===== src/rtl/op_downscale.sv =====
// op_downscale: brings CORDIC-width signed x/y results back to DATA_WIDTH samples.
// Stage 1 sign-extends and adds the rounding offset. Stage 2 drops the guard LSBs and
// saturates to the signed output range. A valid/ready handshake lets the output stall,
// and saturated samples that are handed off are counted for the ICA control path.
module op_downscale #(
    parameter int unsigned DATA_WIDTH   = 16,
    parameter int unsigned CORDIC_WIDTH = 22,
    parameter int unsigned ROUND        = 1,
    parameter int unsigned COUNT_W      = 16
) (
    input  logic                    clk,
    input  logic                    rst,
    input  logic [CORDIC_WIDTH-1:0] x_in,
    input  logic [CORDIC_WIDTH-1:0] y_in,
    input  logic                    in_valid,
    output logic                    in_ready,
    output logic [DATA_WIDTH-1:0]   x_out,
    output logic [DATA_WIDTH-1:0]   y_out,
    output logic                    out_valid,
    input  logic                    out_ready,
    output logic                    sat_out,
    input  logic                    sat_clr,
    output logic [COUNT_W-1:0]      sat_count
);

    localparam int unsigned SHIFT = CORDIC_WIDTH - DATA_WIDTH;
    // One extra bit so the rounding add can never wrap.
    localparam int unsigned SUM_W = CORDIC_WIDTH + 1;
    localparam logic [SUM_W-1:0] RoundAdd =
        (ROUND != 0) ? (SUM_W'(1) << (SHIFT - 1)) : '0;

    // Stage 1 state
    logic                  s1_valid_q;
    logic [SUM_W-1:0]      s1_x_q, s1_x_d;
    logic [SUM_W-1:0]      s1_y_q, s1_y_d;

    // Stage 2 (output) state
    logic                  out_valid_q;
    logic [DATA_WIDTH-1:0] x_out_q, x_out_d;
    logic [DATA_WIDTH-1:0] y_out_q, y_out_d;
    logic                  sat_q, sat_d;

    // Saturation counter
    logic [COUNT_W-1:0]    sat_count_q, sat_count_d;

    // Pipeline control
    logic s1_en, s2_en;
    logic out_fire;

    // Stage 2 intermediates: the arithmetic shift is just the upper DATA_WIDTH+1 bits.
    logic [DATA_WIDTH:0]   qx, qy;
    logic                  sat_x, sat_y;

    // The guard LSBs only exist to carry the rounding offset into the kept bits.
    logic                  unused_lsbs;
    assign unused_lsbs = ^{s1_x_q[SHIFT-1:0], s1_y_q[SHIFT-1:0]};

    // Handshake: stage 2 moves when its slot is empty or being drained, stage 1 likewise.
    always_comb begin
        s2_en    = !out_valid_q || out_ready;
        s1_en    = !s1_valid_q || s2_en;
        in_ready = s1_en;
        out_fire = out_valid_q && out_ready;
    end

    // Stage 1 next state: sign-extend by one bit and add half an output LSB.
    always_comb begin
        s1_x_d = {x_in[CORDIC_WIDTH-1], x_in} + RoundAdd;
        s1_y_d = {y_in[CORDIC_WIDTH-1], y_in} + RoundAdd;
    end

    // Stage 1 registers
    always_ff @(posedge clk or posedge rst) begin
        if (rst) begin
            s1_valid_q <= 1'b0;
            s1_x_q     <= '0;
            s1_y_q     <= '0;
        end else if (s1_en) begin
            s1_valid_q <= in_valid;
            s1_x_q     <= s1_x_d;
            s1_y_q     <= s1_y_d;
        end
    end

    // Stage 2 next state: floor-shift, then clamp when the top two bits disagree.
    always_comb begin
        qx    = s1_x_q[SUM_W-1:SHIFT];
        qy    = s1_y_q[SUM_W-1:SHIFT];
        sat_x = qx[DATA_WIDTH] ^ qx[DATA_WIDTH-1];
        sat_y = qy[DATA_WIDTH] ^ qy[DATA_WIDTH-1];

        x_out_d = qx[DATA_WIDTH-1:0];
        if (sat_x) begin
            // Positive overflow -> 0111..1, negative overflow -> 1000..0
            x_out_d = {qx[DATA_WIDTH], {(DATA_WIDTH - 1){~qx[DATA_WIDTH]}}};
        end

        y_out_d = qy[DATA_WIDTH-1:0];
        if (sat_y) begin
            y_out_d = {qy[DATA_WIDTH], {(DATA_WIDTH - 1){~qy[DATA_WIDTH]}}};
        end

        sat_d = sat_x | sat_y;
    end

    // Stage 2 registers: held stable while the output is stalled.
    always_ff @(posedge clk or posedge rst) begin
        if (rst) begin
            out_valid_q <= 1'b0;
            x_out_q     <= '0;
            y_out_q     <= '0;
            sat_q       <= 1'b0;
        end else if (s2_en) begin
            out_valid_q <= s1_valid_q;
            x_out_q     <= x_out_d;
            y_out_q     <= y_out_d;
            sat_q       <= sat_d;
        end
    end

    // Counter next state: clear wins over a same-cycle event; stick at all-ones.
    always_comb begin
        sat_count_d = sat_count_q;
        if (sat_clr) begin
            sat_count_d = '0;
        end else if (out_fire && sat_q && (sat_count_q != '1)) begin
            sat_count_d = sat_count_q + 1'b1;
        end
    end

    // Saturation event counter register
    always_ff @(posedge clk or posedge rst) begin
        if (rst) begin
            sat_count_q <= '0;
        end else begin
            sat_count_q <= sat_count_d;
        end
    end

    assign x_out     = x_out_q;
    assign y_out     = y_out_q;
    assign out_valid = out_valid_q;
    assign sat_out   = sat_q;
    assign sat_count = sat_count_q;

endmodule


===== config.mk =====
export PLATFORM = sky130hd
export DESIGN_NAME = op_downscale
export DESIGN_NICKNAME = d
export VERILOG_FILES = /design/src/rtl/op_downscale.sv
export SDC_FILE = /design/constraint.sdc
export NUM_CORES = 1
export LEC_CHECK = 0
export BUFFER_PORTS_ARGS = -buffer_cell sky130_fd_sc_hd__buf_2
export CORE_MARGIN = 10
export CORE_UTILIZATION = 45
export CTS_CLUSTER_DIAMETER = 120
export CTS_CLUSTER_SIZE = 12
export DETAILED_ROUTE_END_ITERATION = 12
export GPL_ROUTABILITY_DRIVEN = 0
export HOLD_SLACK_MARGIN = 0.1
export PLACE_DENSITY = 0.68
export SLEW_MARGIN = 25
export SYNTH_ARGS = -nofsm -noshare
export SYNTH_HDL_FRONTEND = slang
export SYNTH_SLANG_ARGS = --single-unit
export TNS_END_PERCENT = 100

===== constraint.sdc =====
create_clock -name clk -period 5.51 [get_ports clk]
set_clock_uncertainty 0.15 [all_clocks]
set_input_delay 1.102 -clock clk [delete_from_list [all_inputs] [get_ports clk]]
set_output_delay 1.102 -clock clk [all_outputs]
set_load 0.03 [all_outputs]

After elaboration in Yosys (flattened, before gate mapping)

Index checks and enable logic that the tools add are counted.

Bits in registers: 97
Input port bits: 49

Add/sub/neg operators: 3
Equality and inequality tests: 1
Muxes and demuxes: 4
Bitwise logic cells: 5
Reductions and logical operators: 8

Operator list:

| kind                                          | number |
|---|---|
| two-way mux 16 bit                            | 4 |
| adder 22 x 7 -> 23 bit, second input constant | 2 |
| adder 16 x 1 -> 16 bit, second input constant | 1 |
| != test 16 bit, second input constant         | 1 |
| logical AND 1 bit                             | 3 |
| zero test 1 bit                               | 2 |
| logical OR 1 bit                              | 2 |
| inverter 1 bit                                | 2 |
| nonzero test 2 bit                            | 1 |
| XOR 1 bit                                     | 2 |
| bitwise OR 1 bit                              | 1 |

Longest topological paths before layout

Gate-level depths: netlist (run 1).

Depth in word-level cells: 5
Mapped depth: 7
Mapped depth without buffers: 6

Worst setup path before layout (run 1)

OpenSTA, ideal clock, no wires.

Path type: input-to-output
Start point: input out_ready
End point: output in_ready
Arrival: 1.943 ns
Data required time: 4.258 ns
Slack: 2.315 ns
Cell stages on the path: 4
Path buffers: 2
Cell sequence: and3b_1 > clkbuf_1 > inv_1 > clkbuf_1

Cells in the longest elaborated chain, start to end: 2

Ends and longest elaborated chain:

| element          | RTL line | RTL |
|---|---|---|
| start, declared  | 20       | `input logic out_ready,` |
| logical OR 1 bit | 60       | `s2_en = !out_valid_q \|\| out_ready;` |
| logical OR 1 bit | 61       | `s1_en = !s1_valid_q \|\| s2_en;` |
| end, declared    | 16       | `output logic in_ready,` |

Every way passes these cells.

Worst setup path after layout (run 1)

Same ends and word-level chain as after synthesis.

==> results of run 1 <==
## cell usage after synthesis (6+ instances only)
cell type  number
a21oi_1        44
xor2_1          9
inv_1          10
nand4_1        13
o21ai_0        58
ha_1            7
xnor2_1        16
clkbuf_1       24
or3_1           7
nor2_1         24
nor4_1         10
or4_1           6
nand2_1        77
nand3_1        21
dfrtp_1        85
## registers in the layout, summed over array words and instances, names as in the netlist
| signal | flops |
|---|---|
| x_out | 16 |
| sat_out | 1 |
| s1_y_q | 17 |
| y_out | 16 |
| sat_count | 16 |
| s1_valid_q | 1 |
| out_valid | 1 |
| s1_x_q | 17 |
## per-layer routing
metal | wire, µm | part of all wire [%]
met5 | 0 | 0
met1 | 4710 | 45
met4 | 129 | 1.2
met2 | 4790 | 46
met3 | 765 | 7.4
## cells in the final DEF (no fill, tap or decap), drive strengths merged
master / count
clkinvlp: 2
or4: 6
nor3: 5
xnor2: 16
o21ai: 58
xor2: 9
inv: 10
dfrtp: 85
o41ai: 3
o31ai: 5
a21o: 1
o21a: 3
o211ai: 2
nand4: 14
and2: 2
a31o: 2
and3b: 1
nor2: 24
clkinv: 3
nand2b: 2
a21oi: 44
and3: 3
ha: 7
nand2: 77
o31a: 1
nor2b: 4
or2: 2
or2b: 1
and4: 2
buf: 92
o311ai: 3
nand3: 21
nor3b: 1
bufinv: 2
clkbuf: 9
nor4: 11
a31oi: 3
or3: 8
mux2: 3
## stage by stage
stage / cells / utilization (%) / setup slack [ns] / power, W
after global placement: 641 / 51.4 / 1.97 / 0.00118
after floorplan: 466 / - / 2.06 / 0.00104
after global routing: 658 / 54.2 / 1.84 / 0.00176
after CTS: 657 / 53.8 / 1.95 / 0.00168
after detailed placement: 641 / 51.4 / 1.95 / 0.00119
final: 658 / 54.2 / 1.98 / 0.00166
## area by class of cell
| cell class | count | area [µm²] | share of cell area, % |
|---|---|---|---|
| Clock inverter | 7 | 97.6 | 1.97 |
| Timing Repair Buffer | 92 | 488 | 9.83 |
| Multi-Input combinational cell | 344 | 1950 | 39.3 |
| Inverter | 10 | 38.8 | 0.781 |
| Tap cell | 111 | 139 | 2.80 |
| Sequential cell | 85 | 2130 | 42.8 |
| Clock buffer | 9 | 124 | 2.49 |
## power breakdown
part / switching, W / internal [W]
clock network: 0.000227 / 0.000257
registers: 0.0000562 / 0.000712
logic: 0.000291 / 0.000120
## worst max path at each step
stage	to	slack (ns)	cells after the start
after floorplan	out_valid$_DFFE_PP0P_	2.06	1
after global placement	in_ready	1.97	4
after detailed placement	in_ready	1.95	4
after CTS	in_ready	1.95	4
after global routing	in_ready	1.84	4
final	in_ready	1.98	4
## critical path, delay by kind of cell
kind	cells	cell delay (ns)
AND/OR/NAND/NOR	1	0.20
buffers and inverters	3	0.96
## kinds of logic after synthesis
group,share of synthesized area [%]
AND/OR/NAND/NOR,21.4
AO/OA/AOI/OAI,16.4
flip-flops,50.6
buffers and inverters,3.37
XOR/XNOR,5.21
adder cells (fa/ha/maj),2.09
multiplexers,0.804
==> key figures, run 1 <==
Outcome
  – Outcome: finished, final reports clean

Detailed routing
  – Initial drt markers: 221
  – Final ANT Viol Nets: 0
  – WL final: 10.4 mm
  – Via count: 3634
  – DR pass1 iterations: 5
  – Vias/cell: 5.52
  – Wire length per cell: 15.8 µm
  – Detailed-route DRC error count: 0

Yosys
  – Syn avg cell area: 9.01 µm²
  – Dominant synthesized flop cell: dfrtp_1
  – Largest area contributor in the netlist: dfrtp_1
  – Synth top area share: 50.6%
  – Post-synth EDFFs: 0
  – Most area-consuming cells after synthesis: dfrtp_1 51%, o21ai_0 6.9%, nand2_1 6.9%, a21oi_1 5.2%, xnor2_1 3.3%
  – Yosys warnings: 0
  – Distinct cells, synth: 40
  – Synth Register Bits: 85
  – Mapped Area: 4200 µm²
  – Synthesized netlist cell count: 466
  – Async set or reset register ratio after synthesis: 100%
  – Register area share after synthesis: 50.6%
  – Syn_nets: 522

Hold path
  – Min-Delay Path Class: flip-flop to flip-flop
  – Worst hold path cell count: 1
  – Hold Path Sink: out_valid$_DFFE_PP0P_
  – Hold Path Origin: s1_valid_q$_DFFE_PP0P_

Critical path
  – Crit path cell chain: buf_2 -> and3b_1 -> inv_1 -> buf_2
  – Critical path origin: out_ready
  – Worst R2R Path Depth: 4
  – CP peak stage delay: 0.49 ns
  – Startpoint types: input pin
  – Worst path most repeated cell: buf_2
  – Data arrival, critical path: 2.28 ns
  – CP Class: input pin to output port
  – CP Capture Type: output port
  – R2R setup slack: 3.26 ns
  – Crit-path max FO: 21
  – Reg2reg start: out_valid$_DFFE_PP0P_
  – CP Data Required Time: 4.26 ns
  – Worst flop-to-flop path endpoint: sat_count[13]$_DFFE_PP0P_
  – Crit-path slowest cell: inv_1

Final layout
  – ANT cells: 0
  – Final instance area: 4960 µm²
  – Share of post-route cells with drive strength above 1: 22.1%
  – Fill cells: 862
  – Area added between synthesis and finish: 18.2%
  – Post-layout nets: 598

Power and ir drop
  – Leakage: 2.18 nW
  – Max VDD drop: 0.207 mV
  – PwrDens: 335 nW/µm²

GRT
  – Vias in the first global route: 3563
  – First-pass GRT wire length: 17.5 mm
  – GR Util met2: 25.1%
  – Top Usage Layer GRT: met2
  – All-Layer GR Usage: 16.1%
  – Initial antenna violation count: 0
  – Largest net degree at the start of global routing: 55
  – GR Util met3: 4.88%
  – Grt met1 use: 20.9%
  – Grt ovf: 0

Place
  – PortBufs: 89
  – Dpl hpwl: 7.59 mm
  – Area post-placement: 4700 µm²

Die
  – IO Count: 100
  – Die W: 117 µm
  – Std-Cell Rows: 35
  – Die area: 13600 µm²
  – Vert. Die Dim: 117 µm
  – CORE AREA: 9150 µm²
  – Initial Utilization: 45.9%

Clock tree
  – Maximum root-to-sink buffer count: 2
  – CTS clock-pin slew for the worst setup and hold paths: 0.09 ns
  – Clock latency on the worst-skew pair: 0.36 ns
  – Setup Fix Bufs, Post-CTS: 0
  – TritonCTS Buffers: 9
  – Clock tree root driver cell: clkbuf_8
  – Clock sink count: 85
  – H-tree depth: 3
  – CTS resizes: 0
  – # hold bufs at CTS: 0
  – CTS tree: done

Run
  – Max-Cap Viols: 0

STA
  – Worst slew margin: 46.8%
  – Final worst path period need: 3.53 ns
  – Final Setup Violations: 0
  – Slew Limit Fails: 0
  – Period utilization: 64.0%
  – Final Hold Fails: 0
  – Peak Freq: 283 MHz
  – Min Hold Slack: 0.326 ns
  – Final setup TNS: 0 ns
  – RSZ-0062 raised after global routing: no
  – Least-Margin Pin Slew: 0.798 ns
Power figures use the tool's default switching activity.
==> run 2: changes to the inputs <==
Settings changed: PLACE_DENSITY 0.68 to 0.7.
Clock period 5.51 ns to 2.85 ns, I/O delays scaled along.
==> run 2 against run 1 <==
Against the previous run: sequential cell count did not move; highest routed layer unchanged; routed wire length fell by 3.0%; critical path type is now flip-flop to output port; final area rose by 0.45%; clock power rose by 79%; worst hold slack got worse by 0.016 ns; count of clock-buffer cells in the layout rose by 4; via count barely moved; sequential share of layout area fell by 0.19 points; cell count rose by 1.1%.
==> key figures, run 2 (synthesis gave the netlist of run 1 again) <==
Die
  – Die area: 13600 µm² (unchanged)
  – Std-Cell Rows: 35 (unchanged)
  – CORE AREA: 9150 µm² (unchanged)
  – IO Count: 100 (unchanged)
  – Initial Utilization: 45.9% (unchanged)
  – Vert. Die Dim: 117 µm (unchanged)
  – Die W: 117 µm (unchanged)

STA
  – Final Setup Violations: 0 (unchanged)
  – Peak Freq: 447 MHz
  – Final worst path period need: 2.24 ns
  – Final setup TNS: 0 ns (unchanged)
  – Min Hold Slack: 0.310 ns (-0.0159 ns)
  – Setup slack after layout: 0.615 ns (-1.37 ns)
  – Worst slew margin: 53.5% (+6.8 points)
  – Final Hold Fails: 0 (unchanged)
  – Slew Limit Fails: 0 (unchanged)
  – Least-Margin Pin Slew: 0.694 ns (-0.104 ns)
  – Period utilization: 78.4%
  – RSZ-0062 raised after global routing: no

Final layout
  – Multi-input gate area: 1940 µm² (-0.45%)
  – Commonest non-fill, non-tap cell in the layout: buf_2
  – Layout Cells excl Fill: 665 (+1.1%)
  – Area added between synthesis and finish: 18.7%
  – Share of post-route cells with drive strength above 1: 22.6% (+0.44 points)
  – ANT cells: 0 (unchanged)
  – Largest regs: s1_x_q x17, s1_y_q x17
  – Storage cell area: 2130 µm² (unchanged)
  – Leading cell types in the layout, fill and taps excluded: 89 x buf_2, 85 x dfrtp_1, 77 x nand2_1
  – Fin util: 54.5% (+0.25 points)
  – Post-layout nets: 605 (+1.2%)
  – Fill cells: 845 (-2.0%)

Critical path
  – CP peak stage delay: 0.43 ns (-0.06 ns)
  – Crit-path slowest cell: dfrtp_1
  – CP Data Required Time: 2.13 ns (-2.13 ns)
  – CP Buf/Inv Count: 2 (-1)
  – CP top delay family: flip-flops
  – CP Capture Type: output port
  – Startpoint types: flip-flop
  – Crit-path max FO: 10 (-52%)
  – Data arrival, critical path: 1.52 ns (-0.76 ns)
  – Crit path cell chain: and3b_1 -> inv_1 -> buf_2
  – CP Class: flip-flop to output port

Clock tree
  – H-tree depth: 3 (unchanged)
  – Clock sink count: 85 (unchanged)
  – CTS tree: done
  – TritonCTS Buffers: 9 (unchanged)
  – Clock latency on the worst-skew pair: 0.35 ns (about the same)
  – Clock tree root driver cell: clkbuf_8
  – CTS clock-pin slew for the worst setup and hold paths: 0.08 ns (about the same)
  – Maximum root-to-sink buffer count: 2 (unchanged)
  – CTS resizes: 0 (unchanged)

GRT
  – First-pass GRT wire length: 16.9 mm (-3.5%)
  – GR Util met3: 4.06% (-0.82 points)
  – Grt met1 use: 20.3% (-0.57 points)
  – GR Util met2: 23.6% (-1.5 points)
  – All-Layer GR Usage: 15.4% (-0.63 points)
  – Vias in the first global route: 3427 (-3.8%)
  – Grt ovf: 0 (unchanged)
  – Largest net degree at the start of global routing: 55 (unchanged)
  – Top Usage Layer GRT: met2
  – Initial antenna violation count: 0 (unchanged)

Outcome
  – Outcome: finished, final reports clean

Place
  – Dpl hpwl: 7.60 mm (+0.10%)
  – Cell total after placement: 648 (+1.1%)
  – Pre-CTS setup slack: 0.617 ns (-1.34 ns)
  – PortBufs: 89 (unchanged)

Detailed routing
  – Vias/cell: 5.46 (-1.1%)
  – Initial drt markers: 166 (-25%)
  – Final ANT Viol Nets: 0 (unchanged)
  – WL final: 10.1 mm (-3.0%)
  – Via count: 3632 (-0.055%)
  – DR pass1 iterations: 4 (-1)
  – Wire length per cell: 15.2 µm (-4.0%)
  – Detailed-route DRC error count: 0 (unchanged)

Hold path
  – Min-Delay Path Class: input pin to flip-flop

Power and ir drop
  – Leakage: 2.19 nW (+0.35%)
  – Max VDD drop: 0.332 mV (+61%)
  – PwrDens: 630 nW/µm² (+88%)

Run
  – Max-Cap Viols: 0 (unchanged)
run 2: layout make-up:
| type | instances | share of cell area [%] |
|---|---|---|
| clock buffers | 13 | 3.19 |
| inverters | 10 | 0.828 |
| flip-flops and latches | 85 | 42.6 |
| multi-input cells | 344 | 38.9 |
| clock inverters | 3 | 0.878 |
| repair buffers | 99 | 10.7 |
| well taps | 111 | 2.78 |
run 2: path summary, 6_finish.rpt:
kind	depth (start not counted)	start	end	slack (ns)
max in group asynchronous	4	rst	sat_out$_DFFE_PP0P_	1.13
max reg2reg	5	sat_count[0]$_DFFE_PP0P_	sat_count[12]$_DFFE_PP0P_	0.78
min	2	in_valid	s1_valid_q$_DFFE_PP0P_	0.31
min reg2reg	1	s1_valid_q$_DFFE_PP0P_	out_valid$_DFFE_PP0P_	0.32
max	3	out_valid$_DFFE_PP0P_	in_ready	0.61
min in group asynchronous	3	rst	sat_count[13]$_DFFE_PP0P_	0.65
run 2: per-stage QoR:
| step | total power [W] | cell area [µm²] |
|---|---|---|
| floorplan | 0.00202 | 4200 |
| global placement | 0.00229 | 4770 |
| detailed placement | 0.00231 | 4770 |
| CTS | 0.00318 | 4980 |
| global route | 0.00333 | 4990 |
| finish | 0.00314 | 4990 |
run 2: timing repair:
action / CTS / global route
hold buffers: 1 / 0
endpoints found under the hold margin: 10 / 0
endpoints found under the setup margin: 0 / 0
buffers inserted: 0 / 0
run 2: where the power goes:
group / leakage (nW) / switching, W / internal [W] / total (W)
logic: 1.04 / 0.000559 / 0.000240 / 0.000798
registers: 1.04 / 0.000106 / 0.00138 / 0.00148
clock network: 0.104 / 0.000408 / 0.000454 / 0.000863
total: 2.19 / 0.00107 / 0.00207 / 0.00314
run 2: per-layer routing:
metal  part of all wire, %  vias to the layer above
met5                     0                        -
met4                   1.2                        0
met3                   7.3                        9
met2                    47                       98
met1                    45                     1715
li1                      -                     1810
==> run 3: changes to the inputs <==
Settings changed: PLACE_DENSITY 0.7 to 0.68.
Clock period 2.85 ns to 2.3 ns, I/O delays scaled along.
==> run 3 against run 2 <==
Against the previous run: die area unchanged; count of clock-buffer cells in the layout fell by 3; sequential share of layout area down 0.26 points; total power up 25%; critical endpoint is now sat_count[14]$_DFFE_PP0P_.
==> key figures, run 3 (synthesis gave the netlist of run 1 again) <==
Die
  – CORE AREA: 9150 µm² (unchanged)
  – Initial Utilization: 45.9% (unchanged)
  – Std-Cell Rows: 35 (unchanged)
  – IO Count: 100 (unchanged)
  – Die area: 13600 µm² (unchanged)
  – Vert. Die Dim: 117 µm (unchanged)
  – Die W: 117 µm (unchanged)

GRT
  – Largest net degree at the start of global routing: 86 (+56%)
  – Vias in the first global route: 3524 (+2.8%)
  – All-Layer GR Usage: 15.5% (+0.046 points)
  – First-pass GRT wire length: 17.2 mm (+1.8%)
  – Grt ovf: 0 (unchanged)
  – Initial antenna violation count: 0 (unchanged)

Hold path
  – Worst hold path cell count: 2 (unchanged)
  – Hold Path Origin: in_valid
  – Hold Path Sink: s1_valid_q$_DFFE_PP0P_
  – Min-Delay Path Class: input pin to flip-flop

Clock tree
  – Maximum root-to-sink buffer count: 2 (unchanged)
  – Clock sink count: 85 (unchanged)
  – CTS clock-pin slew for the worst setup and hold paths: 0.09 ns (about the same)
  – CTS resizes: 0 (unchanged)
  – CTS tree: done
  – Setup Fix Bufs, Post-CTS: 0 (unchanged)
  – H-tree depth: 3 (unchanged)
  – # hold bufs at CTS: 1 (unchanged)
  – Clock latency on the worst-skew pair: 0.35 ns (about the same)
  – Clock tree root driver cell: clkbuf_8
  – TritonCTS Buffers: 9 (unchanged)

STA
  – Least-Margin Pin Slew: 0.474 ns (-0.220 ns)
  – Slew Limit Fails: 0 (unchanged)
  – Final worst path period need: 2.06 ns
  – RSZ-0062 raised after global routing: no
  – Final Hold Fails: 0 (unchanged)
  – Final setup TNS: 0 ns (unchanged)
  – Peak Freq: 485 MHz
  – Worst slew margin: 68.1% (+15 points)
  – Final Setup Violations: 0 (unchanged)
  – Period utilization: 89.6%

Power and ir drop
  – Final Power: 0.00394 W (+25%)
  – Leakage: 2.21 nW (+0.79%)
  – PwrDens: 785 nW/µm² (+25%)
  – Max VDD drop: 0.281 mV (-16%)

Final layout
  – Commonest non-fill, non-tap cell in the layout: buf_2
  – Share of post-route cells with drive strength above 1: 23.0% (+0.46 points)
  – Area added between synthesis and finish: 19.5%
  – ANT cells: 0 (unchanged)
  – Largest regs: s1_x_q x17, s1_y_q x17
  – Fill cells: 850 (+0.59%)
  – Leading cell types in the layout, fill and taps excluded: 89 x buf_2, 85 x dfrtp_1, 77 x nand2_1
  – Post-layout nets: 607 (+0.33%)

Run
  – Max-Cap Viols: 0 (unchanged)

Critical path
  – Worst flop-to-flop path endpoint: sat_count[14]$_DFFE_PP0P_
  – Reg2reg start: sat_count[0]$_DFFE_PP0P_
  – Crit-path max FO: 8 (-2)
  – CP Data Required Time: 2.43 ns (+0.30 ns)
  – R2R setup slack: 0.24 ns (-0.54 ns)
  – Worst R2R Path Depth: 5 (unchanged)
  – Critical path origin: sat_count[0]$_DFFE_PP0P_
  – Data arrival, critical path: 2.19 ns (+0.67 ns)
  – CP Capture Type: flip-flop
  – Startpoint types: flip-flop
  – CP Class: flip-flop to flip-flop

Detailed routing
  – Initial drt markers: 279 (+68%)
  – Vias/cell: 5.41 (-0.93%)
  – DR pass1 iterations: 4 (unchanged)
  – Final ANT Viol Nets: 0 (unchanged)
  – Wire length per cell: 15.4 µm (+1.6%)
  – Via count: 3609 (-0.63%)
  – WL final: 10.3 mm (+1.9%)
  – Detailed-route DRC error count: 0 (unchanged)

Place
  – Dpl hpwl: 7.75 mm (+2.0%)
  – PortBufs: 89 (unchanged)

Outcome
  – Outcome: finished, final reports clean
## run 3: cell count changes in the layout (fill, tap and decap cells not counted), sizes merged
cell,before,now
clkbuf,13,10
buf,98,100
inv,9,11
clkinv,2,3
## run 3: worst max-delay path by stage
stage / endpoint / depth (start not counted) / slack, ns
after floorplan: sat_count[12]$_DFFE_PP0P_ / 6 / 0.17
after global placement: sat_count[15]$_DFFE_PP0P_ / 5 / 0.20
after detailed placement: sat_count[15]$_DFFE_PP0P_ / 5 / 0.20
after CTS: sat_count[14]$_DFFE_PP0P_ / 5 / 0.24
after global routing: sat_count[14]$_DFFE_PP0P_ / 5 / 0.1
final: sat_count[14]$_DFFE_PP0P_ / 5 / 0.24
## run 3: per-stage QoR
| stage | worst slack, ns | util (%) | cells | hold slack [ns] | cell area [µm²] |
|---|---|---|---|---|---|
| 2_1_floorplan | 0.173 | - | 466 | 0.277 | 4200 |
| 3_3_place_gp | 0.200 | 52.4 | 650 | 0.293 | 4800 |
| 3_5_place_dp | 0.197 | 52.4 | 650 | 0.302 | 4800 |
| 4_1_cts | 0.241 | 54.8 | 667 | 0.181 | 5020 |
| 5_1_grt | 0.0970 | 54.8 | 667 | 0.216 | 5020 |
| 6_report | 0.239 | 54.8 | 667 | 0.206 | 5020 |
## run 3: layer usage
metal | vias to the layer above | track usage, % | wire (µm)
met4 | 0 | 5.44 | 150
li1 | 1810 | - | -
met1 | 1708 | 20.7 | 4690
met5 | - | 0 | 0
met2 | 79 | 24.4 | 4860
met3 | 12 | 3.13 | 580
## run 3: cell type report
| cell class | count | area (µm²) | share of cell area, % |
|---|---|---|---|
| flip-flops and latches | 85 | 2130 | 42.4 |
| multi-input cells | 344 | 1940 | 38.7 |
| repair buffers | 101 | 563 | 11.2 |
| well taps | 111 | 139 | 2.77 |
| clock buffers | 10 | 138 | 2.74 |
| clock inverters | 6 | 70.1 | 1.40 |
| inverters | 10 | 41.3 | 0.823 |
## run 3: where the power goes
group | internal (W) | switching, W | total (W)
Combinational | 0.000306 | 0.000692 | 0.000998
Sequential | 0.00171 | 0.000140 | 0.00185
Clock | 0.000541 | 0.000553 | 0.00109
Total | 0.00255 | 0.00138 | 0.00394
## run 3: critical path: stages (launching register included)
cell,delay (ns)
dfrtp_1,0.41
ha_1,0.23
nand3_1,0.15
or3_1,0.45
or4_1,0.44
a21oi_1,0.16
